--- src/rtl/apb_timer_pkg.sv ---
// Shared constants for the APB machine timer: register map, CTRL field layout,
// compare reset value and the wait-state ceiling.
package apb_timer_pkg;

    localparam logic [7:0] OFF_CTRL     = 8'h00;
    localparam logic [7:0] OFF_MTIME_LO = 8'h04;
    localparam logic [7:0] OFF_MTIME_HI = 8'h08;
    localparam logic [7:0] OFF_CMP_LO   = 8'h0C;
    localparam logic [7:0] OFF_CMP_HI   = 8'h10;
    localparam logic [7:0] OFF_STATUS   = 8'h14;

    localparam int CTRL_EN_BIT    = 0;
    localparam int CTRL_IE_BIT    = 1;
    localparam int CTRL_PRESC_LSB = 8;
    localparam int CTRL_PRESC_MSB = 15;

    localparam logic [63:0] CMP_RESET = 64'hFFFF_FFFF_FFFF_FFFF;

    localparam int unsigned WAIT_STATES_MAX = 7;

    typedef struct packed {
        logic [7:0] presc;
        logic       ie;
        logic       en;
    } ctrl_t;

    function automatic logic [31:0] ctrl_to_word(input ctrl_t c);
        logic [31:0] w;
        w = '0;
        w[CTRL_EN_BIT]                     = c.en;
        w[CTRL_IE_BIT]                     = c.ie;
        w[CTRL_PRESC_MSB:CTRL_PRESC_LSB]   = c.presc;
        return w;
    endfunction

endpackage

--- src/rtl/apb_timer_if.sv ---
// APB bus bundle between the CPU-side master and the timer completer.
interface apb_timer_if;
    import apb_timer_pkg::*;

    logic        psel;
    logic        penable;
    logic        pwrite;
    logic [31:0] paddr;
    logic [31:0] pwdata;
    logic [31:0] prdata;
    logic        pready;

    // Handshake: a transfer is in ACCESS while psel & penable; it completes on the
    // rising edge where pready is also high, and only then do writes or read side
    // effects take place. prdata is meaningful only in that completing read cycle.
    modport master (
        output psel, penable, pwrite, paddr, pwdata,
        input  prdata, pready
    );

    modport slave (
        input  psel, penable, pwrite, paddr, pwdata,
        output prdata, pready
    );

endinterface

--- src/rtl/apb_timer_counter.sv ---
// Prescaled 64-bit free-running MTIME with per-half software load and an
// unsigned MTIME >= CMP comparator.
module timer_counter
    import apb_timer_pkg::*;
(
    input  logic        clk_i,
    input  logic        rst_ni,
    input  logic        en_i,
    input  logic [7:0]  presc_i,
    input  logic        pcnt_clr_i,
    input  logic        ld_lo_i,
    input  logic        ld_hi_i,
    input  logic [31:0] ld_data_i,
    input  logic [63:0] cmp_i,
    output logic [63:0] mtime_o,
    output logic        hit_o
);

    logic [7:0]  pcnt_q, pcnt_d;
    logic [63:0] mtime_q, mtime_d;
    logic        tick;

    always_comb begin
        tick    = en_i && (pcnt_q == presc_i);
        pcnt_d  = pcnt_q;
        if (pcnt_clr_i) begin
            pcnt_d = '0;
        end else if (en_i) begin
            pcnt_d = tick ? 8'd0 : pcnt_q + 8'd1;
        end
        // A software load of either half wins over the tick for the whole cycle.
        mtime_d = mtime_q;
        if (ld_lo_i || ld_hi_i) begin
            if (ld_lo_i) mtime_d[31:0]  = ld_data_i;
            if (ld_hi_i) mtime_d[63:32] = ld_data_i;
        end else if (tick) begin
            mtime_d = mtime_q + 64'd1;
        end
    end

    always_ff @(posedge clk_i or negedge rst_ni) begin
        if (!rst_ni) begin
            pcnt_q  <= '0;
            mtime_q <= '0;
        end else begin
            pcnt_q  <= pcnt_d;
            mtime_q <= mtime_d;
        end
    end

    assign mtime_o = mtime_q;
    assign hit_o   = (mtime_q >= cmp_i);

endmodule

--- src/rtl/apb_timer.sv ---
// APB completer for the machine timer: bus handshake with wait states, register
// file, atomic MTIME_HI shadow and the sticky compare interrupt.
module apb_timer
    import apb_timer_pkg::*;
#(
    parameter int unsigned WAIT_STATES = 0
) (
    input  logic        pclk,
    input  logic        preset_n,
    apb_timer_if.slave  bus,
    output logic        timer_irq
);

    localparam int unsigned WS_CLAMP = (WAIT_STATES > WAIT_STATES_MAX) ? WAIT_STATES_MAX : WAIT_STATES;
    localparam logic [2:0]  WS       = 3'(WS_CLAMP);

    logic [2:0]  wait_cnt_q, wait_cnt_d;
    ctrl_t       ctrl_q;
    logic [63:0] cmp_q;
    logic        pend_q, pend_d;
    logic        irq_q;
    logic [31:0] shadow_q;
    logic [63:0] mtime;
    logic        hit;

    logic        access, commit, wr_en, rd_en;
    logic [7:0]  addr;
    logic [31:0] rdata_mux;
    logic        unused_paddr;

    assign access = bus.psel & bus.penable;
    assign addr   = bus.paddr[7:0];
    assign unused_paddr = ^bus.paddr[31:8];

    always_comb begin
        wait_cnt_d = wait_cnt_q;
        if (!access) begin
            wait_cnt_d = '0;
        end else if (wait_cnt_q < WS) begin
            wait_cnt_d = wait_cnt_q + 3'd1;
        end
    end

    // Gating with preset_n keeps pready low for a transfer caught by reset.
    assign bus.pready = access & (wait_cnt_q == WS) & preset_n;
    assign commit     = bus.pready;
    assign wr_en      = commit & bus.pwrite;
    assign rd_en      = commit & ~bus.pwrite;

    timer_counter u_counter (
        .clk_i      (pclk),
        .rst_ni     (preset_n),
        .en_i       (ctrl_q.en),
        .presc_i    (ctrl_q.presc),
        .pcnt_clr_i (wr_en && (addr == OFF_CTRL)),
        .ld_lo_i    (wr_en && (addr == OFF_MTIME_LO)),
        .ld_hi_i    (wr_en && (addr == OFF_MTIME_HI)),
        .ld_data_i  (bus.pwdata),
        .cmp_i      (cmp_q),
        .mtime_o    (mtime),
        .hit_o      (hit)
    );

    // Set beats a simultaneous write-1-to-clear.
    always_comb begin
        pend_d = pend_q;
        if (hit) begin
            pend_d = 1'b1;
        end else if (wr_en && (addr == OFF_STATUS) && bus.pwdata[0]) begin
            pend_d = 1'b0;
        end
    end

    always_ff @(posedge pclk or negedge preset_n) begin
        if (!preset_n) begin
            wait_cnt_q <= '0;
            ctrl_q     <= '0;
            cmp_q      <= CMP_RESET;
            pend_q     <= 1'b0;
            irq_q      <= 1'b0;
            shadow_q   <= '0;
        end else begin
            wait_cnt_q <= wait_cnt_d;
            pend_q     <= pend_d;
            irq_q      <= pend_q & ctrl_q.ie;
            if (wr_en && (addr == OFF_CTRL)) begin
                ctrl_q.en    <= bus.pwdata[CTRL_EN_BIT];
                ctrl_q.ie    <= bus.pwdata[CTRL_IE_BIT];
                ctrl_q.presc <= bus.pwdata[CTRL_PRESC_MSB:CTRL_PRESC_LSB];
            end
            if (wr_en && (addr == OFF_CMP_LO)) cmp_q[31:0]  <= bus.pwdata;
            if (wr_en && (addr == OFF_CMP_HI)) cmp_q[63:32] <= bus.pwdata;
            if (rd_en && (addr == OFF_MTIME_LO)) shadow_q <= mtime[63:32];
        end
    end

    always_comb begin
        rdata_mux = '0;
        case (addr)
            OFF_CTRL:     rdata_mux = ctrl_to_word(ctrl_q);
            OFF_MTIME_LO: rdata_mux = mtime[31:0];
            OFF_MTIME_HI: rdata_mux = shadow_q;
            OFF_CMP_LO:   rdata_mux = cmp_q[31:0];
            OFF_CMP_HI:   rdata_mux = cmp_q[63:32];
            OFF_STATUS:   rdata_mux = {31'd0, pend_q};
            default:      rdata_mux = '0;
        endcase
    end

    assign bus.prdata = rd_en ? rdata_mux : 32'd0;
    assign timer_irq  = irq_q;

endmodule

--- src/flat_wrapper.sv ---
// flat-port wrapper written by rule: the top's interface ports become plain ports
module apb_timer_flat import apb_timer_pkg::*;
#(
    parameter int unsigned WAIT_STATES = 0
)
  (pclk, preset_n, timer_irq, bus_psel, bus_penable, bus_pwrite, bus_paddr, bus_pwdata, bus_prdata, bus_pready);
  apb_timer_if bus_i ();
  input  logic pclk;
  input  logic preset_n;
  output logic timer_irq;
  input wire logic [$bits(bus_i.psel)-1:0] bus_psel;
  input wire logic [$bits(bus_i.penable)-1:0] bus_penable;
  input wire logic [$bits(bus_i.pwrite)-1:0] bus_pwrite;
  input wire logic [$bits(bus_i.paddr)-1:0] bus_paddr;
  input wire logic [$bits(bus_i.pwdata)-1:0] bus_pwdata;
  output wire logic [$bits(bus_i.prdata)-1:0] bus_prdata;
  output wire logic [$bits(bus_i.pready)-1:0] bus_pready;
  assign bus_i.psel = bus_psel;
  assign bus_i.penable = bus_penable;
  assign bus_i.pwrite = bus_pwrite;
  assign bus_i.paddr = bus_paddr;
  assign bus_i.pwdata = bus_pwdata;
  assign bus_prdata = bus_i.prdata;
  assign bus_pready = bus_i.pready;
  apb_timer #(.WAIT_STATES(WAIT_STATES)) u_core (.pclk(pclk), .preset_n(preset_n), .bus(bus_i), .timer_irq(timer_irq));
endmodule
--- config.mk ---
export PLATFORM = sky130hd
export DESIGN_NAME = apb_timer_flat
export DESIGN_NICKNAME = d
export VERILOG_FILES = /design/src/rtl/apb_timer_pkg.sv /design/src/rtl/apb_timer_if.sv /design/src/rtl/apb_timer_counter.sv /design/src/rtl/apb_timer.sv /design/src/flat_wrapper.sv
export SDC_FILE = /design/constraint.sdc
export NUM_CORES = 1
export LEC_CHECK = 0
export CAP_MARGIN = 20
export CORE_MARGIN = 3
export CORE_UTILIZATION = 29
export CTS_CLUSTER_SIZE = 30
export DETAILED_ROUTE_END_ITERATION = 8
export PLACE_DENSITY = 0.5
export SLEW_MARGIN = 40
export SYNTH_ARGS = -nofsm -noshare
export SYNTH_HDL_FRONTEND = slang
export SYNTH_SLANG_ARGS = --single-unit
--- constraint.sdc ---
create_clock -name pclk -period 2.75 [get_ports pclk]
set_input_delay 0.4125 -clock pclk [delete_from_list [all_inputs] [get_ports pclk]]
set_output_delay 0.4125 -clock pclk [all_outputs]
set_load 0.02 [all_outputs]
Yosys cells after proc, flatten, opt, wreduce, memory -nomap -nowiden

Index checks and enable logic that the tools add are counted.

Input bits: 69
Logic and storage cells: 63
Output and inout bits: 34
Register bits: 183

Reductions and logical operators: 17
$add $sub $neg: 3
Multiplexer cells: 13
Equality and inequality tests: 9
Bitwise logic cells: 7
Order comparisons: 2

Operator list:

| kind                  | count |
|---|---|
| $pmux 32 s6           | 1 |
| $mux 64               | 2 |
| $mux 32               | 3 |
| $add 64x1->64 const B | 1 |
| $ge 64x64->1          | 1 |
| $mux 8                | 3 |
| $eq 8x4->1 const B    | 2 |
| $eq 8x5->1 const B    | 2 |
| $logic_and 1x1->1     | 9 |
| $add 8x1->8 const B   | 1 |
| $eq 8x3->1 const B    | 1 |
| $eq 8x8->1            | 1 |
| $logic_not 8->1       | 1 |
| $and 1x1->1           | 6 |
| $mux 3                | 2 |
| $ne 2x2->1 const B    | 3 |
| $reduce_bool 2->1     | 3 |
| $reduce_and 2->1      | 2 |
| $add 3x1->3 const B   | 1 |
| $logic_not 3->1       | 1 |
| $lt 3x1->1 const B    | 1 |
| $mux 1                | 2 |
| $logic_or 1x1->1      | 1 |
| $not 1->1             | 1 |

Depth between registers and ports, before layout

Gate-level depths: netlist (run 1).

Word-level depth: 8
Mapped depth: 10
Mapped depth without buffers: 8

Cells and area by module

From an unflattened synthesis (run 1), not the netlist that was laid out.

Cells, all modules: 1208
Area total of the unflattened synthesis: 11825.1 um^2

By module, submodules not included:

| module        | times used | cells an instance | area each (um^2) | sequential area each (um^2) |
|---|---|---|---|---|
| timer_counter | 1          | 794               | 6366.1           | 1801.7 |
| apb_timer     | 1          | 414               | 5459.0           | 2782.7 |

Worst setup path before layout (run 1)

No wires, ideal clock.

Kind: input -> output
Start point: in bus_paddr[7]
End point: out bus_prdata[0]
Buffers on the path: 3
Data required time: 2338 ps
Setup slack: -4 ps
Cell stages on the path: 8
Data arrival time: 2341 ps
Path through: nor4_1 > and2_1 > buf_2 > and3_1 > clkbuf_1 > clkbuf_1 > a221oi_1 > nor3_1

Cells in the longest elaborated chain, start to end: 3
Elaborated cells on any way between the ends: 8
Classes of those cells: eq/ne: 5; mux: 2; reduce/logical: 1

RTL lines:

| element                            | line               | source |
|---|---|---|
| from (decl)                        | flat_wrapper.sv:14 | `input wire logic [$bits(bus_i.paddr)-1:0] bus_paddr;` |
| $eq 8x5->1 (tied with other cells) | apb_timer.sv:99    | `case (addr)` |
| $pmux 32 s6 *                      | apb_timer.sv:99    |  |
| $mux 32 *                          | apb_timer.sv:110   | `assign bus.prdata = rd_en ? rdata_mux : 32'd0;` |
| to (decl)                          | flat_wrapper.sv:16 | `output wire logic [$bits(bus_i.prdata)-1:0] bus_prdata;` |

Mark *: on every way between the ends. The rest lies on a longest branch, timed or not.

Worst setup path after layout (run 1)

Start point: reg u_core.cmp_q[13]
End point: reg u_core.pend_q

Cells in the longest elaborated chain, start to end: 2
Elaborated cells on any way between the ends: 3
Classes of those cells: order compare: 1; mux: 1; reduce/logical: 1

RTL lines:

| element                                            | line                    | source |
|---|---|---|
| from (decl)                                        | apb_timer.sv:19         | `logic [63:0] cmp_q;` |
| from (signal assigned)                             | apb_timer.sv:91         | `if (wr_en && (addr == OFF_CMP_LO)) cmp_q[31:0] <= bus.pwdata;` |
| $ge 64x64->1 *                                     | apb_timer_counter.sv:52 | `assign hit_o = (mtime_q >= cmp_i);` |
| $mux 1 / $reduce_bool 2->1 (equally long branches) | -                       |  |
| to (signal assigned)                               | apb_timer.sv:84         | `pend_q <= pend_d;` |
| to (decl)                                          | apb_timer.sv:20         | `logic pend_q, pend_d;` |

Marked as above.
A chain may end at the register's enable or synchronous reset.

==> results.txt, run 1 <==
----------------------------------------------------
[Outcome]
  Run status ... complete, but fails checks
  Violated checks ... hold timing

[Worst setup path]
  Type of the worst setup path ... flop to flop
  Crit-path max cell delay ... 540 ps
  Element type at the critical path end ... flop
  Critical R2R Launch ... u_core.cmp_q[13]$_DFFE_PN1P_
  Category of cells accounting for the largest share of critical-path delay ... compound AO/OA/AOI/OAI gates
  Arrival time worst endpoint ... 3020 ps
  Slowest cell on crit path ... dfstp_2
  Type of element launching the critical path ... flop
  WP data required ... 3080 ps
  Critical Path Most Common Cell ... a21o_1
  Maximum net fanout on the critical path ... 2
  Critical path origin ... u_core.cmp_q[13]$_DFFE_PN1P_
  Cell chain of the critical path ... inv_1 -> ha_4 -> a21o_1 -> a21o_1 -> a21o_1 -> a2111oi_4 -> o32ai_4 -> or4_1
  Buffering stage count on the worst path with inverters included ... 1

[Finish]
  Ratio of cells with drive above 1 in the final layout ... 0.268
  Growth of design area from synthesis to finish ... 30.3%
  Fin area ... 0.0151 mm2
  Most common library cell in the layout ignoring fill and taps ... buf_4
  Total number of nets in the final design ... 1635
  Ant diodes ... 0
  Top library cells by usage in the layout, fill and taps aside ... 175 x buf_4, 151 x nand2_1, 116 x dfrtp_1, 105 x o21ai_0, 96 x a21oi_1

[GRT]
  Number of global-route vias before repair ... 11100
  Pin count of the biggest net entering global routing ... 98
  First-pass GRT wire length ... 69.2 mm
  Total global routing track utilization ... 0.217
  Number of antenna violations at the first check in global routing ... 0
  Gr ovfl total ... 0

[Power and ir drop]
  Worst IR Drop VDD ... 533 uV
  Cell leakage power ... 6.94 nW
  Pwr dens ... 509 mW/mm2

[Timing]
  Final Setup Violations ... 0
  Worst slew margin relative to its limit ... 0.470
  Maximum clock skew at final layout ... 15.2 ps
  RSZ-0062 raised after global routing ... true
  Worst Tran Pin Value ... 787 ps
  Post-route setup TNS ... 0 ps
  Max-slew violations ... 0
  Max Fclk ... 371 MHz
  Final-report hold violation count ... 2
  Post-route fraction of the period consumed by the critical path ... 0.980
  Worst hold margin ... -6.09 ps
  Time the worst path needs with I/O delays and setup ... 2700 ps

[Logic synthesis]
  Register area share after synthesis ... 0.396
  Post-synthesis sequential element count ... 180
  Yosys warnings ... 0
  Netlist Area Pre-Place ... 0.0116 mm2
  Synth async-reset ratio ... 1.00
  Simple-gate share of the synthesized area ... 0.185
  Dominant combinational cell family by area after synthesis ... compound AO/OA/AOI/OAI gates
  Post-synthesis compound-gate area fraction ... 0.222
  Multiplexer area fraction after synthesis ... 0.0618
  Parity-gate share of the synthesized area counting xor and xnor cells ... 0.00680
  Dominant register cell in the synthesized netlist ... dfrtp_1
  Syn Area/Cell ... 8.97 um2
  Cell variety after synth ... 80
  Adder-cell share of the synthesized area ... 0.0713
  Number of instances in the synthesized netlist ... 1291
  Synth Net Count ... 1426
  Count of flip-flops with a built-in enable after synthesis ... 0

[Placed design]
  Input/output buffers ... 78
  Placed wire-length estimate ... 34.4 mm
  Total cell area at the placement stage ... 0.0143 mm2
  Final weighted congestion in routability-driven placement ... 0.958

[Drt]
  Average wire per standard cell ... 22.5 um
  Final routed DRC violation total ... 0
  DR pass1 iterations ... 8
  Post-DRT Antenna Nets ... 0
  Vias per std cell ... 5.56
  Total wire length after detailed routing ... 45.8 mm
  Starting DRT DRC Count ... 1150
  Via count ... 11300

[Floorplan]
  Initial core utilization ... 0.296
  Core ar. ... 0.0391 mm2
  Die extent in x ... 206 um
  DIE AREA ... 0.0424 mm2
  Placement row count ... 72
  Die height ... 206 um
  I/O Pins ... 103

[Worst hold path]
  Path class of the lowest-slack min-delay path ... primary input to async pin

[Clock network]
  Clk sinks ... 180
  CTS tree ... done
  Number of buffers created by CTS ... 17
  Post-CTS clock slew at the launch and capture registers of the worst setup and hold paths ... 80 ps
  Root buffer selected by CTS ... clkbuf_16
  Bufs on Longest Clock Path ... 2
  Worst skew pair latency ... 460 ps
  Deepest level of the CTS H-tree ... 4

[Run]
  # Max-Cap Violations ... 0

----------------------------------------------------
[final timing paths]
check | slack, ps | depth (start not counted) | end
min reg2reg | 490 | 1 | u_core.shadow_q[13]$_DFFE_PN0P_
max in group asynchronous | 1860 | 3 | u_core.cmp_q[21]$_DFFE_PN1P_
min in group pclk | 490 | 1 | u_core.shadow_q[13]$_DFFE_PN0P_
max reg2reg | 50 | 8 | u_core.pend_q$_DFFE_PN0P_
min | -6 | 2 | u_core.u_counter.pcnt_q[5]$_DFFE_PN0P_
max | 50 | 8 | u_core.pend_q$_DFFE_PN0P_
[registers in the layout, summed over array words and instances (netlist names)]
name / count
u_core.u_counter.mtime_o: 64
u_core.shadow_q: 32
u_core.timer_irq: 1
u_core.ctrl_q: 10
u_core.u_counter.pcnt_q: 8
u_core.pend_q: 1
u_core.cmp_q: 64
[metrics by stage]
step / instances / setup slack, ps / power, mW / utilization
floorplan: 1291 / 78.3 / 4.00 / -
global placement: 1988 / -693 / 5.21 / 0.366
detailed placement: 1989 / -641 / 5.24 / 0.366
CTS: 2028 / 4.76 / 7.70 / 0.383
global route: 2031 / -61.7 / 8.01 / 0.386
finish: 2031 / 54.8 / 7.69 / 0.386
[area by class of cell]
type	count	area, um2
clock buffers	20	447
inverters	77	289
clock inverters	12	108
flip-flops and latches	180	4580
multi-input cells	954	6530
repair buffers	270	2490
fillers	4016	24000
well taps	518	648
[routing by layer]
layer | global-route usage | wire (um) | up-vias
met5 | 0 | 0 | -
met4 | 0.0735 | 1310 | 0
met3 | 0.0381 | 3100 | 75
met2 | 0.352 | 21300 | 455
met1 | 0.293 | 20100 | 5547
li1 | - | - | 5220
[what timing repair did]
action / CTS / global route
endpoints found under the setup margin: 33 / 33
gates cloned: 3 / 0
pin swaps: 10 / 12
hold buffers: 0 / 0
buffers inserted: 4 / 4
gates resized for setup: 148 / 30
[cells in the mapped netlist, types with 5 or more instances]
| library cell | instances | area [um2] |
|---|---|---|
| o31ai_1 | 8 | 60.1 |
| nor4_1 | 13 | 81.3 |
| nor3_1 | 25 | 125 |
| a2bb2oi_1 | 9 | 78.8 |
| mux2_1 | 19 | 214 |
| a22oi_1 | 10 | 75.1 |
| buf_2 | 25 | 125 |
| nand2_1 | 152 | 571 |
| xor2_1 | 9 | 78.8 |
| clkbuf_1 | 45 | 169 |
| buf_1 | 5 | 18.8 |
| mux4_2 | 9 | 203 |
| o31a_1 | 5 | 43.8 |
| a22o_1 | 5 | 43.8 |
| nand4_1 | 33 | 206 |
| dfrtp_1 | 116 | 2900 |
| a21o_1 | 22 | 165 |
| and4_1 | 10 | 87.6 |
| a21oi_1 | 100 | 500 |
| inv_1 | 77 | 289 |
| nand3_1 | 47 | 235 |
| and3_1 | 18 | 113 |
| dfstp_2 | 64 | 1680 |
| ha_1 | 66 | 826 |
| mux2_2 | 23 | 259 |
| o22ai_1 | 22 | 138 |
| and2_1 | 9 | 56.3 |
| a31oi_1 | 14 | 87.6 |
| nor2_1 | 55 | 206 |
| a222oi_1 | 22 | 220 |
| nor3b_1 | 5 | 37.5 |
| o21ai_1 | 43 | 215 |
| o21ai_0 | 105 | 526 |
[cells by family after synthesis]
family	count (synthesis)
AOI/OAI and AO/OA	411
xor gates and xnor gates	9
adders and majority gates	66
buffers and inverters	157
DFF	180
muxes	55
and+or+nand+nor	413
[report_power, final]
part | switching, mW | internal [mW]
clock | 1.16 | 1.27
sequential | 0.210 | 2.80
combinational | 1.34 | 0.906
Note: power is estimated with default switching activity, not from simulation.
==> run 2, diff against run 1 <==
--- a/config.mk
+++ b/config.mk
@@ -7,10 +7,10 @@
 export LEC_CHECK = 0
 export CAP_MARGIN = 20
 export CORE_MARGIN = 3
-export CORE_UTILIZATION = 29
+export CORE_UTILIZATION = 45
 export CTS_CLUSTER_SIZE = 30
 export DETAILED_ROUTE_END_ITERATION = 8
-export PLACE_DENSITY = 0.5
+export PLACE_DENSITY = 0.73
 export SLEW_MARGIN = 40
 export SYNTH_ARGS = -nofsm -noshare
 export SYNTH_HDL_FRONTEND = slang
==> run 2 against run 1 <==
The run ends with setup timing left. Clock power grew 2%. Sequential cell count is the same. Register-to-register slack lost 60 ps. Via count grew 2.9%. Utilization grew 20 points. Worst hold slack gained 8.6 ps. Global-route usage grew 7.4 points. Design area shrank 2.6%. Power shrank 0.79%. Non-clock buffer count shrank 19. First-iteration DRC count grew 32%. Critical endpoint unchanged. Largest cell class unchanged.
==> results.txt, run 2 (synthesis results as in run 1) <==
----------------------------------------------------
[Power and ir drop]
  Pint ... 4.98 mW (about the same)
  Cell leakage power ... 6.84 nW (was 6.94 nW)
  Register share of total power ... 0.392 (was 0.391)
  Clock Power Share ... 0.326 (was 0.317)
  Overall power after layout ... 7.63 mW (was 7.69 mW)
  Net switching component of the power ... 2.65 mW (was 2.72 mW)
  Relative contribution of combinational cells to total power ... 0.282 (was 0.292)
  Pwr dens ... 519 mW/mm2 (was 509 mW/mm2)
  Switch share ... 0.347 (was 0.353)
  Worst IR Drop VDD ... 343 uV (was 533 uV)

[Clock network]
  CTS tree ... done (unchanged)
  Worst skew pair latency ... 440 ps (was 460 ps)
  Hold buffer count at cts ... 0 (unchanged)
  Post-CTS clock slew at the launch and capture registers of the worst setup and hold paths ... 70 ps (was 80 ps)
  Number of buffers created by CTS ... 17 (unchanged)
  Bufs on Longest Clock Path ... 2 (unchanged)
  Root buffer selected by CTS ... clkbuf_16 (unchanged)
  Deepest level of the CTS H-tree ... 4 (unchanged)
  Clk sinks ... 180 (unchanged)

[Worst setup path]
  Element type at the critical path end ... flop (unchanged)
  Type of element launching the critical path ... flop (unchanged)
  Cell chain of the critical path ... inv_1 -> ha_1 -> nand4_1 -> nor4_2 -> buf_4 -> nand4_1 -> or4_4 -> a21oi_1 -> or4_4 (was inv_1 -> ha_4 -> a21o_1 -> a21o_1 -> a21o_1 -> a2111oi_4 -> o32ai_4 -> or4_1)
  Category of cells accounting for the largest share of critical-path delay ... simple AND/OR/NAND/NOR gates (was compound AO/OA/AOI/OAI gates)
  Slowest cell on crit path ... or4_4 (was dfstp_2)
  Setup slack, reg-to-reg ... -10 ps (was 50 ps)
  Crit-path max cell delay ... 540 ps (about the same)
  WP data required ... 3130 ps (was 3080 ps)
  Type of the worst setup path ... flop to flop (unchanged)
  Arrival time worst endpoint ... 3140 ps (was 3020 ps)
  Buffering stage count on the worst path with inverters included ... 2 (was 1)
  Maximum net fanout on the critical path ... 2 (unchanged)

[Placed design]
  Placed wire-length estimate ... 29.8 mm (was 34.4 mm)
  Input/output buffers ... 78 (unchanged)
  Final weighted congestion in routability-driven placement ... 1.01 (was 0.958)

[Timing]
  Worst path setup slack after routing ... -9.86 ps (was 54.8 ps)
  Max-slew violations ... 0 (unchanged)
  Post-route setup TNS ... -9.86 ps (was 0 ps)
  Worst Tran Pin Value ... 720 ps (was 787 ps)
  Final-report hold violation count ... 0 (was 2)
  Maximum clock skew at final layout ... 10.5 ps (was 15.2 ps)
  Max Fclk ... 362 MHz (was 371 MHz)
  Worst slew margin relative to its limit ... 0.517 (was 0.470)
  Time the worst path needs with I/O delays and setup ... 2760 ps (was 2700 ps)
  Post-route fraction of the period consumed by the critical path ... 1.00 (was 0.980)
  Worst hold margin ... 2.54 ps (was -6.09 ps)
  Final Setup Violations ... 1 (was 0)

[Finish]
  Most common library cell in the layout ignoring fill and taps ... buf_4 (unchanged)
  Total number of nets in the final design ... 1616 (was 1635)
  Multi-input gate area in the final layout ... 0.00654 mm2 (was 0.00653 mm2)
  Utilization after layout ... 0.582 (was 0.386)
  Growth of design area from synthesis to finish ... 27.0% (was 30.3%)
  Top library cells by usage in the layout, fill and taps aside ... 152 x buf_4, 151 x nand2_1, 116 x dfrtp_1, 105 x o21ai_0, 99 x a21oi_1 (was 175 x buf_4, 151 x nand2_1, 116 x dfrtp_1, 105 x o21ai_0, 96 x a21oi_1)
  Count of filler cells inserted in the layout ... 2159 (was 4016)
  Ratio of cells with drive above 1 in the final layout ... 0.260 (was 0.268)
  Storage cell area ... 0.00458 mm2 (unchanged)
  Ant diodes ... 0 (unchanged)

[Floorplan]
  Die height ... 166 um (was 206 um)
  Core ar. ... 0.0253 mm2 (was 0.0391 mm2)
  Initial core utilization ... 0.459 (was 0.296)
  Placement row count ... 58 (was 72)
  DIE AREA ... 0.0277 mm2 (was 0.0424 mm2)
  Die extent in x ... 166 um (was 206 um)
  I/O Pins ... 103 (unchanged)

[Drt]
  Total wire length after detailed routing ... 41.3 mm (was 45.8 mm)
  Starting DRT DRC Count ... 1519 (was 1150)
  Average wire per standard cell ... 22.7 um (was 22.5 um)
  Post-DRT Antenna Nets ... 0 (unchanged)
  DR pass1 iterations ... 8 (unchanged)
  Vias per std cell ... 6.37 (was 5.56)
  Via count ... 11600 (was 11300)
  Final routed DRC violation total ... 0 (unchanged)

[Outcome]
  Violated checks ... setup timing (was hold timing)
  Run status ... complete, but fails checks (unchanged)

[GRT]
  Gr ovfl total ... 0 (unchanged)
  Total global routing track utilization ... 0.291 (was 0.217)
  Number of global-route vias before repair ... 11300 (was 11100)
  Pin count of the biggest net entering global routing ... 106 (was 98)
  Number of antenna violations at the first check in global routing ... 0 (unchanged)
  First-pass GRT wire length ... 64.0 mm (was 69.2 mm)

[Run]
  # Max-Cap Violations ... 0 (unchanged)

[Worst hold path]
  Path class of the lowest-slack min-delay path ... primary input to async pin (unchanged)

----------------------------------------------------
==> run 2: changes by cell type in the layout (fill, tap and decap cells not counted), moves of 3 or more <==
cell,previous run,this run
a21oi_1,96,99
a21oi_2,4,1
buf_2,11,17
buf_4,175,152
clkbuf_2,5,0
clkdlybuf4s15_2,0,7
clkinv_2,4,1
dlygate4sd2_1,6,3
dlymetal6s2s_1,0,3
==> run 2: final timing paths <==
kind / from / to / depth (start not counted)
setup / recovery: u_core.cmp_q[38]$_DFFE_PN1P_ / u_core.pend_q$_DFFE_PN0P_ / 9
hold / removal: preset_n / u_core.ctrl_q[0]$_DFFE_PN0P_ / 2
setup reg to reg: u_core.cmp_q[38]$_DFFE_PN1P_ / u_core.pend_q$_DFFE_PN0P_ / 9
hold reg to reg: u_core.shadow_q[2]$_DFFE_PN0P_ / u_core.shadow_q[2]$_DFFE_PN0P_ / 1
max in group asynchronous: preset_n / u_core.cmp_q[20]$_DFFE_PN1P_ / 3
min in group pclk: u_core.shadow_q[2]$_DFFE_PN0P_ / u_core.shadow_q[2]$_DFFE_PN0P_ / 1
==> run 2: power by group through the flow <==
| stage | logic (mW) | clock network, mW | registers, mW |
|---|---|---|---|
| floorplan | 1.02 | 0 | 2.98 |
| global placement | 1.99 | 0 | 3.02 |
| detailed placement | 2.05 | 0 | 3.03 |
| global route | 2.29 | 2.63 | 3.01 |
| CTS | 2.07 | 2.49 | 2.98 |
| finish | 2.15 | 2.49 | 2.99 |
==> run 2: area by class of cell <==
type                    instances  area share
multi-input cells             954       0.444
repair buffers                251       0.157
well taps                     330      0.0281
inverters                      77      0.0197
clock buffers                  23      0.0325
flip-flops and latches        180       0.312
clock inverters                 9     0.00647
==> run 2: worst reg2reg max path: stages, from the launching register on <==
cell     delay (ps)
dfstp_2         530
inv_1            60
ha_1            300
nand4_1         280
nor4_2          350
buf_4           210
nand4_1         140
or4_4           540
a21oi_1         140
or4_4           130
==> run 2: routing by layer <==
metal / vias up / share of wire / GRT usage
met2: 730 / 0.45 / 0.464
li1: 5177 / - / -
met3: 150 / 0.096 / 0.0641
met1: 5567 / 0.40 / 0.383
met4: 0 / 0.051 / 0.125
met5: - / 0 / 0
==> run 2: stage by stage <==
stage	area [um2]	worst slack, ps	std cells
after floorplan	11600	78.3	1291
after global placement	13900	-597	1781
after detailed placement	13900	-642	1782
after CTS	14500	-91.2	1818
after global routing	14700	-35.9	1824
final	14700	-9.86	1824
==> run 2: timing repair <==
| item | 4_1_cts | 5_1_grt |
|---|---|---|
| setup endpoints to repair | 33 | 35 |
| resized for setup | 148 | 29 |
| pin swaps | 10 | 15 |
| cloned | 1 | 0 |
| setup buffers | 3 | 8 |
==> run 3, diff against run 2 <==
--- a/config.mk
+++ b/config.mk
@@ -6,11 +6,15 @@
 export NUM_CORES = 1
 export LEC_CHECK = 0
 export CAP_MARGIN = 20
+export CELL_PAD_IN_SITES_DETAIL_PLACEMENT = 0
+export CELL_PAD_IN_SITES_GLOBAL_PLACEMENT = 1
 export CORE_MARGIN = 3
 export CORE_UTILIZATION = 45
+export CTS_CLUSTER_DIAMETER = 30
 export CTS_CLUSTER_SIZE = 30
 export DETAILED_ROUTE_END_ITERATION = 8
-export PLACE_DENSITY = 0.73
+export PLACE_DENSITY = 0.89
+export RECOVER_POWER = 50
 export SLEW_MARGIN = 40
 export SYNTH_ARGS = -nofsm -noshare
 export SYNTH_HDL_FRONTEND = slang
==> run 3 against run 2 <==
Via count decreased by 2.5%. Clock skew up 3.2 ps. Global-route usage up 0.17 points. Utilization is 0.41 points lower. Sequential cell count unchanged. Largest power group unchanged. Register-to-register slack improved by 90 ps. Power up 0.11%. Critical path depth increased by 1. Combinational power decreased by 5%. Highest routed layer unchanged. Design area decreased by 0.71%. Sequential share of layout area is 0.22 points higher. The flow now finishes without violations.
==> results.txt, run 3 (synthesis results as in run 1) <==
----------------------------------------------------
[GRT]
  Number of global-route vias before repair ... 11200 (was 11300)
  Total global routing track utilization ... 0.292 (was 0.291)
  First-pass GRT wire length ... 64.3 mm (was 64.0 mm)
  Pin count of the biggest net entering global routing ... 148 (was 106)
  Number of antenna violations at the first check in global routing ... 0 (unchanged)
  Gr ovfl total ... 0 (unchanged)

[Worst setup path]
  End of the worst register-to-register path ... u_core.pend_q$_DFFE_PN0P_ (unchanged)
  Slowest cell on crit path ... dfstp_2 (was or4_4)
  Setup slack, reg-to-reg ... 80 ps (was -10 ps)
  WP data required ... 3060 ps (was 3130 ps)
  Critical Path Most Common Cell ... buf_4
  Arrival time worst endpoint ... 2990 ps (was 3140 ps)
  Element type at the critical path end ... flop (unchanged)
  Crit-path max cell delay ... 530 ps (was 540 ps)
  Critical R2R Launch ... u_core.cmp_q[38]$_DFFE_PN1P_ (unchanged)
  Logic depth of the worst register-to-register path ... 10 (was 9)
  Type of element launching the critical path ... flop (unchanged)
  Type of the worst setup path ... flop to flop (unchanged)
  Maximum net fanout on the critical path ... 2 (unchanged)
  Cell chain of the critical path ... inv_1 -> ha_1 -> nand4_1 -> nor4_2 -> buf_4 -> buf_4 -> a221oi_4 -> o21ai_1 -> and3_1 -> or4_1 (was inv_1 -> ha_1 -> nand4_1 -> nor4_2 -> buf_4 -> nand4_1 -> or4_4 -> a21oi_1 -> or4_4)

[Timing]
  Max Fclk ... 374 MHz (was 362 MHz)
  Time the worst path needs with I/O delays and setup ... 2670 ps (was 2760 ps)
  Max-slew violations ... 0 (unchanged)
  Maximum clock skew at final layout ... 13.7 ps (was 10.5 ps)
  Final-report hold violation count ... 0 (unchanged)
  Worst slew margin relative to its limit ... 0.231 (was 0.517)
  Worst hold margin ... 363 ps (was 2.54 ps)
  Worst Tran Pin Value ... 1150 ps (was 720 ps)
  Final Setup Violations ... 0 (was 1)
  Worst path setup slack after routing ... 75.7 ps (was -9.86 ps)
  Post-route fraction of the period consumed by the critical path ... 0.972 (was 1.00)

[Clock network]
  Post-CTS clock slew at the launch and capture registers of the worst setup and hold paths ... 70 ps (about the same)
  Deepest level of the CTS H-tree ... 4 (unchanged)
  Number of buffers created by CTS ... 17 (unchanged)
  CTS tree ... done (unchanged)
  Root buffer selected by CTS ... clkbuf_16 (unchanged)
  Worst skew pair latency ... 450 ps (was 440 ps)
  Clk sinks ... 180 (unchanged)
  Bufs on Longest Clock Path ... 2 (unchanged)

[Drt]
  Total wire length after detailed routing ... 41.0 mm (was 41.3 mm)
  Starting DRT DRC Count ... 1197 (was 1519)
  Final routed DRC violation total ... 0 (unchanged)
  Post-DRT Antenna Nets ... 0 (unchanged)
  DR pass1 iterations ... 9 (was 8)
  Via count ... 11300 (was 11600)
  Average wire per standard cell ... 22.5 um (was 22.7 um)
  Vias per std cell ... 6.21 (was 6.37)

[Finish]
  Ratio of cells with drive above 1 in the final layout ... 0.258 (was 0.260)
  Total number of nets in the final design ... 1617 (was 1616)
  Count of filler cells inserted in the layout ... 2242 (was 2159)
  Storage cell area ... 0.00458 mm2 (unchanged)
  Multi-input gate area in the final layout ... 0.00652 mm2 (was 0.00654 mm2)
  Top library cells by usage in the layout, fill and taps aside ... 152 x nand2_1, 152 x buf_4, 116 x dfrtp_1, 104 x o21ai_0, 99 x a21oi_1 (was 152 x buf_4, 151 x nand2_1, 116 x dfrtp_1, 105 x o21ai_0, 99 x a21oi_1)
  Fin area ... 0.0146 mm2 (was 0.0147 mm2)
  Ant diodes ... 0 (unchanged)
  Non-filler instance count after layout ... 1825 (was 1824)
  Growth of design area from synthesis to finish ... 26.1% (was 27.0%)

[Power and ir drop]
  Pwr dens ... 523 mW/mm2 (was 519 mW/mm2)
  Worst IR Drop VDD ... 421 uV (was 343 uV)
  Cell leakage power ... 6.88 nW (was 6.84 nW)
  Overall power after layout ... 7.64 mW (was 7.63 mW)

[Floorplan]
  Initial core utilization ... 0.459 (unchanged)
  I/O Pins ... 103 (unchanged)
  DIE AREA ... 0.0277 mm2 (unchanged)
  Placement row count ... 58 (unchanged)
  Die height ... 166 um (unchanged)
  Core ar. ... 0.0253 mm2 (unchanged)
  Die extent in x ... 166 um (unchanged)

[Placed design]
  Cell total after placement ... 1787 (was 1782)
  Total cell area at the placement stage ... 0.0139 mm2 (about the same)
  Placed wire-length estimate ... 30.3 mm (was 29.8 mm)
  DP Worst Slack ... -626 ps (was -642 ps)
  Final weighted congestion in routability-driven placement ... 0.977 (was 1.01)
  Input/output buffers ... 78 (unchanged)

[Outcome]
  Run status ... finished, final reports clean (was complete, but fails checks)

[Worst hold path]
  Path class of the lowest-slack min-delay path ... primary input to async pin (unchanged)

[Run]
  # Max-Cap Violations ... 0 (unchanged)

----------------------------------------------------
run 3: cell count changes in the layout (fill, tap and decap cells not counted), moves of 2 or more:
| cell | before | now |
|---|---|---|
| buf_12 | 21 | 16 |
| nor4_2 | 4 | 2 |
| clkdlybuf4s15_2 | 7 | 2 |
| buf_6 | 4 | 2 |
| dlygate4sd3_1 | 0 | 2 |
| buf_8 | 3 | 0 |
| clkinv_4 | 0 | 3 |
| dlygate4sd2_1 | 3 | 1 |
| dlymetal6s2s_1 | 3 | 6 |
| buf_2 | 17 | 29 |
| clkdlybuf4s50_1 | 39 | 37 |
| clkinvlp_4 | 3 | 0 |
run 3: critical path: cells and delay by family, from the launching register on:
| kind | cells | cell delay [ps] |
|---|---|---|
| AOI/OAI and AO/OA | 2 | 360 |
| and+or+nand+nor | 4 | 990 |
| adders and majority gates | 1 | 300 |
| buffers and inverters | 3 | 360 |
| DFF | 1 | 530 |
run 3: layout make-up:
type                    count  share of cell area
flip-flops and latches    180               0.314
multi-input cells         954               0.446
repair buffers            252               0.151
clock buffers              20              0.0313
inverters                  77              0.0198
clock inverters            12             0.00994
well taps                 330              0.0283
run 3: per-stage QoR:
stage,setup TNS (ps),util
final,0,0.578
after global routing,-6.83,0.578
after CTS,0,0.572
after detailed placement,-24850,0.551
after global placement,-17880,0.551
after floorplan,0,-
run 3: how the worst max path moves through the flow:
stage | startpoint | endpoint | slack, ps | cells after the start
floorplan | bus_paddr[7] | bus_prdata[22] | 80 | 8
global placement | bus_paddr[7] | bus_prdata[6] | -540 | 9
detailed placement | bus_paddr[7] | bus_prdata[6] | -630 | 9
CTS | bus_paddr[1] | bus_prdata[12] | 0.4 | 11
global route | bus_paddr[3] | bus_prdata[6] | -7 | 8
finish | u_core.cmp_q[38]$_DFFE_PN1P_ | u_core.pend_q$_DFFE_PN0P_ | 80 | 10
run 3: power breakdown:
group	internal [mW]	switching, mW
logic	0.770	1.27
clock network	1.41	1.18
registers	2.80	0.203
run 3: timing repair:
item | CTS | global route
cloned | 0 | 1
resized for setup | 143 | 24
pin swaps | 5 | 9
endpoints found under the setup margin | 33 | 33
buffers inserted | 1 | 3
hold buffers | 1 | 0
endpoints found under the hold margin | 7 | 0
run 3: layer usage:
metal / vias up / track usage / wire length, um
met5: - / 0 / 0
met4: 0 / 0.110 / 1470
met3: 98 / 0.0617 / 3050
met2: 514 / 0.469 / 18900
met1: 5528 / 0.391 / 17600
li1: 5188 / - / -
==> variant 1 (flow settings as in run 2) <==
Reset style: synchronous (`preset_n` and `rst_ni`), changed in 2 clocked blocks.
--- a/src/rtl/apb_timer_counter.sv
+++ b/src/rtl/apb_timer_counter.sv
@@ -40,3 +40,3 @@
 
-    always_ff @(posedge clk_i or negedge rst_ni) begin
+    always_ff @(posedge clk_i) begin
         if (!rst_ni) begin
--- a/src/rtl/apb_timer.sv
+++ b/src/rtl/apb_timer.sv
@@ -73,3 +73,3 @@
 
-    always_ff @(posedge pclk or negedge preset_n) begin
+    always_ff @(posedge pclk) begin
         if (!preset_n) begin
Formal check against the unedited RTL: not equivalent (Yosys sat finds a counterexample within 10 cycles, from zero or initial values and one cycle with preset_n low; the reset may be asserted at any time).
==> variant 1 against run 2 <==
  * Design area down 3.3%
  * Sequential cell count unchanged
  * Synthesized cell count up 13%
  * Worst setup slack better by 0.026 ns
  * Wire length rose by 6.9%
  * Synthesized area down 3.8%
  * Count of clock-buffer cells in the layout fell by 3
  * Cell count is 9.0% higher
  * Largest cell class unchanged
  * Die area fell by 3.7%
Power is not compared: it rests on default switching activity, and its combinational part moved more than twofold at a synthesized area within 25%.
==> variant 1: results <==
set metrics [dict create \
    reg2reg_from "u_core.u_counter.mtime_o[0]" \
    synth.area.top_cells "dfxtp_1 (32%), nand2_1 (8.3%), ha_1 (7.4%), a21oi_1 (6.0%), o211ai_1 (5.0%)" \
    grt_pass1_vias 11710 \
    cpPeakStageDelay_ns 0.54 \
    cts_root_buf "clkbuf_16" \
    vias_per_cell 6.370 \
    hold_ws_ns 0.2587 \
    worst_slew_pin_slew_ns 0.8116 \
    critPathTopFamily "simple AND/OR/NAND/NOR gates" \
    p_seq_mw 2.61 \
    h-tree-depth 4 \
    comb-power_uw 290 \
    io_buffers 78 \
    ys_warn_count 0 \
    wl_mm 44.20 \
    wl_per_cell_um 22.23 \
    grt_pass1_wl_mm 67.31 \
    gp_congestion 1.053 \
    clkTransAtPathRegs_ns 0.07 \
    numCtsBuffers 17 \
    async_flop_share_pct 0 \
    place_area_um2 13580 \
    syn_avg_cell_area_um2 7.664 \
    dp.cells 1948 \
    final_nets 1792 \
    dp_hpwl_mm 32.46 \
    wl_met1_mm 18.02 \
    grt_antenna_before_repair 0 \
    whs_endpoint "u_core.cmp_q[32]" \
    pwr_density_cell_nw_per_um2 380.1 \
    status "completed" \
    seq_area_frac_synth_pct 32.34 \
    ff2ff_setup_slack_ns 0.13 \
    n_antenna_cell 0 \
    pre_cts_slack_ns -0.8957 \
    synthTopCellsByCount "nand2_1 (245), dfxtp_1 (180), a21oi_1 (133)" \
    n_fill_cell 2138 \
    routed-wl-met2_mm 19.91 \
    firstDrtPassIters 7 \
    r2r-end "u_core.pend_q" \
    clk_latency_ns 0.44 \
    grt_usage_pct 32.57 \
    cts_buffer_depth 2 \
    ir_worst_vdd_mv 0.3229 \
    ys.flop_type "dfxtp_1" \
    critPathSlowestCell "or4_4" \
    fin_skew_ns 0.01307 \
    drtIter0Drc 1554 \
    grt_max_degree 64 \
    hp-class "in2reg" \
    worst_ep_arrival_time_ns 2.32 \
    r2r_cells 9 \
    path_max_fanout 5 \
    synth_cell_types 77 \
    synth_nets 1589 \
    wl_met3_mm 4.511 \
    switchingPower_mw 1.303 \
    drive_gt1_share_pct 19.05 \
]
## variant 1: worst register-to-register path: stages (launching register included)
cell,delay [ns]
dfxtp_1,0.34
buf_4,0.16
inv_1,0.07
ha_1,0.30
nand2b_1,0.16
a2111oi_0,0.51
o31ai_1,0.24
a31oi_1,0.21
nor4bb_1,0.33
o21ai_0,0.16
## variant 1: final cells by class
type                       instances  area (um^2)  area share, %
clock buffer                      20        446.7          3.142
clock inverter                    11        127.6         0.8976
inverter                          68        255.2          1.795
multi-input combinational       1106         6959          48.94
sequential                       180         3603          25.34
tap                              319        399.1          2.807
timing repair buffer             284         2427          17.07
## variant 1: worst max path at each step
stage	startpoint	end	slack [ns]	cells past startpoint
6_report	bus_paddr[1]	bus_prdata[31]	0.02	9
5_1_grt	bus_paddr[1]	bus_prdata[2]	-0.08	9
4_1_cts	bus_paddr[1]	bus_prdata[2]	-0.08	9
3_5_place_dp	bus_paddr[6]	bus_prdata[31]	-0.90	8
3_3_place_gp	bus_paddr[7]	bus_prdata[31]	-0.86	8
2_1_floorplan	bus_paddr[7]	bus_prdata[23]	0.008	6
## variant 1: timing repair
action | CTS | global route
setup endpoints to repair | 35 | 40
pin swaps | 12 | 26
cloned | 2 | 0
resized for setup | 160 | 21
buffers inserted | 4 | 4
## variant 1: cell families after synthesis
group	Yosys count	synth area share [%]
and+or+nand+nor	558	24.01
xor gates and xnor gates	16	1.258
AOI/OAI and AO/OA	440	26.51
DFF	180	32.34
buffers and inverters	168	6.030
adders and majority gates	66	7.411
muxes	26	2.448
## variant 1: routing by layer
layer / vias to the layer above / GRT usage, %
met3: 125 / 6.670
met2: 758 / 51.02
met1: 6006 / 43.74
li1: 5775 / -
met5: - / 0
met4: 0 / 13.61
==> variant 2 (settings of run 2) <==
Made on the original files. Register the output `timer_irq` once more, without a reset; this adds one clock of latency there. The other outputs are not delayed to match.
--- a/src/rtl/apb_timer.sv
+++ b/src/rtl/apb_timer.sv
@@ -110,3 +110,5 @@
     assign bus.prdata = rd_en ? rdata_mux : 32'd0;
-    assign timer_irq  = irq_q;
+    always_ff @(posedge pclk) begin
+        timer_irq <= irq_q;
+    end
 
Check against the original RTL: not equivalent (Yosys sat finds a counterexample within 10 cycles, from zero or initial values and one cycle with preset_n low).
==> variant 2 against run 2 <==
  * The run ends with hold timing left
  * Synthesized area is 0.17% higher
  * Worst setup slack better by 0.019 ns
  * Sequential cell count is 1 higher
  * Cell count is 0.66% higher
  * Design area is 0.83% higher
  * Sequential share of layout area is 0.12 points lower
  * Die area is 0.17% higher
  * Wire length is 1.2% higher
  * Synthesized cell count hardly changed
  * Clock power is 2% higher
  * Fmax is 0.71% higher
  * Power is 0.75% higher
  * Critical path type unchanged
  * Critical endpoint is now u_core.u_counter.mtime_o[17]
  * Largest cell class unchanged
  * Highest routed layer unchanged
==> variant 2: results <==
set metrics [dict create \
    register_area_um2 4604 \
    failed_checks "hold timing" \
    grtUsageMet3_pct 5.578 \
    ir_worst_vdd_mv 0.3697 \
    worst_ep_arrival_time_ns 3.02 \
    vias_per_cell 6.289 \
    async_flop_share_pct 99.45 \
    synth_compound_area_share_pct 22.12 \
    grt_usage_pct 29.49 \
    finalWorstSetupSlack_ns 0.009551 \
    grt_pass1_wl_mm 64.83 \
    final_nets 1628 \
    p_leak_nw 6.951 \
    yosys.area_share.xor_xnor_pct 0.6793 \
    synth_adder_area_share_pct 7.117 \
    relSlewSlack_pct 50.69 \
    n_fill_cell 2136 \
    drive_gt1_share_pct 26.36 \
    path_max_fanout 9 \
    synth.area.mux_share_pct 6.168 \
    status "complete, but fails checks" \
    dp.cells 1795 \
    use_met1_pct 39.70 \
    hold_ws_ns -0.003070 \
    pre_cts_slack_ns -0.5971 \
    dp_hpwl_mm 30.20 \
    gp_congestion 1.016 \
    synth_cell_types 81 \
    hold_violations 1 \
    final_cells 1836 \
]
## variant 2: changes by cell type in the layout (fill, tap and decap cells not counted), moves of 2 or more
| cell | change |
|---|---|
| clkbuf_8 | -3 |
| a221oi_2 | -2 |
| a221oi_4 | +2 |
| clkdlybuf4s15_2 | -7 |
| buf_8 | -2 |
| buf_4 | +16 |
| clkinvlp_4 | +2 |
| buf_16 | +3 |
## variant 2: what timing repair did
item,in CTS,in global routing
cloned,3,0
hold buffers,0,0
setup endpoints to repair,33,33
setup buffers,4,3
resized for setup,161,21
pin swaps,13,13
## variant 2: logic make-up (layout without fill, tap and decap cells)
logic type / after synthesis / in the layout
AO/OA/AOI/OAI: 411 / 411
XOR/XNOR: 9 / 9
adder cells (fa/ha/maj): 66 / 66
buffers and inverters: 157 / 371
flip-flops: 181 / 181
multiplexers: 55 / 55
AND/OR/NAND/NOR: 413 / 413
## variant 2: how the worst max path moves through the flow
| stage | startpoint | to | cells past startpoint |
|---|---|---|---|
| 3_3_place_gp | bus_paddr[5] | bus_prdata[20] | 9 |
| 5_1_grt | bus_paddr[6] | bus_prdata[17] | 11 |
| 6_report | u_core.u_counter.pcnt_q[2] | u_core.u_counter.mtime_o[17] | 7 |
| 3_5_place_dp | bus_paddr[5] | bus_prdata[30] | 9 |
| 2_1_floorplan | bus_paddr[7] | bus_prdata[22] | 8 |
| 4_1_cts | bus_paddr[5] | bus_prdata[9] | 10 |
## variant 2: area by class of cell
cell class	count	area share [%]
Multi-Input combinational cell	954	43.99
Tap cell	330	2.784
Clock buffer	20	3.012
Clock inverter	12	0.9871
Sequential cell	181	31.05
Timing Repair Buffer	262	16.23
Inverter	77	1.949
## variant 2: where the power goes
group	switching, mW	internal, mW
Sequential	0.178	2.81
Clock	1.16	1.38
Combinational	1.32	0.834
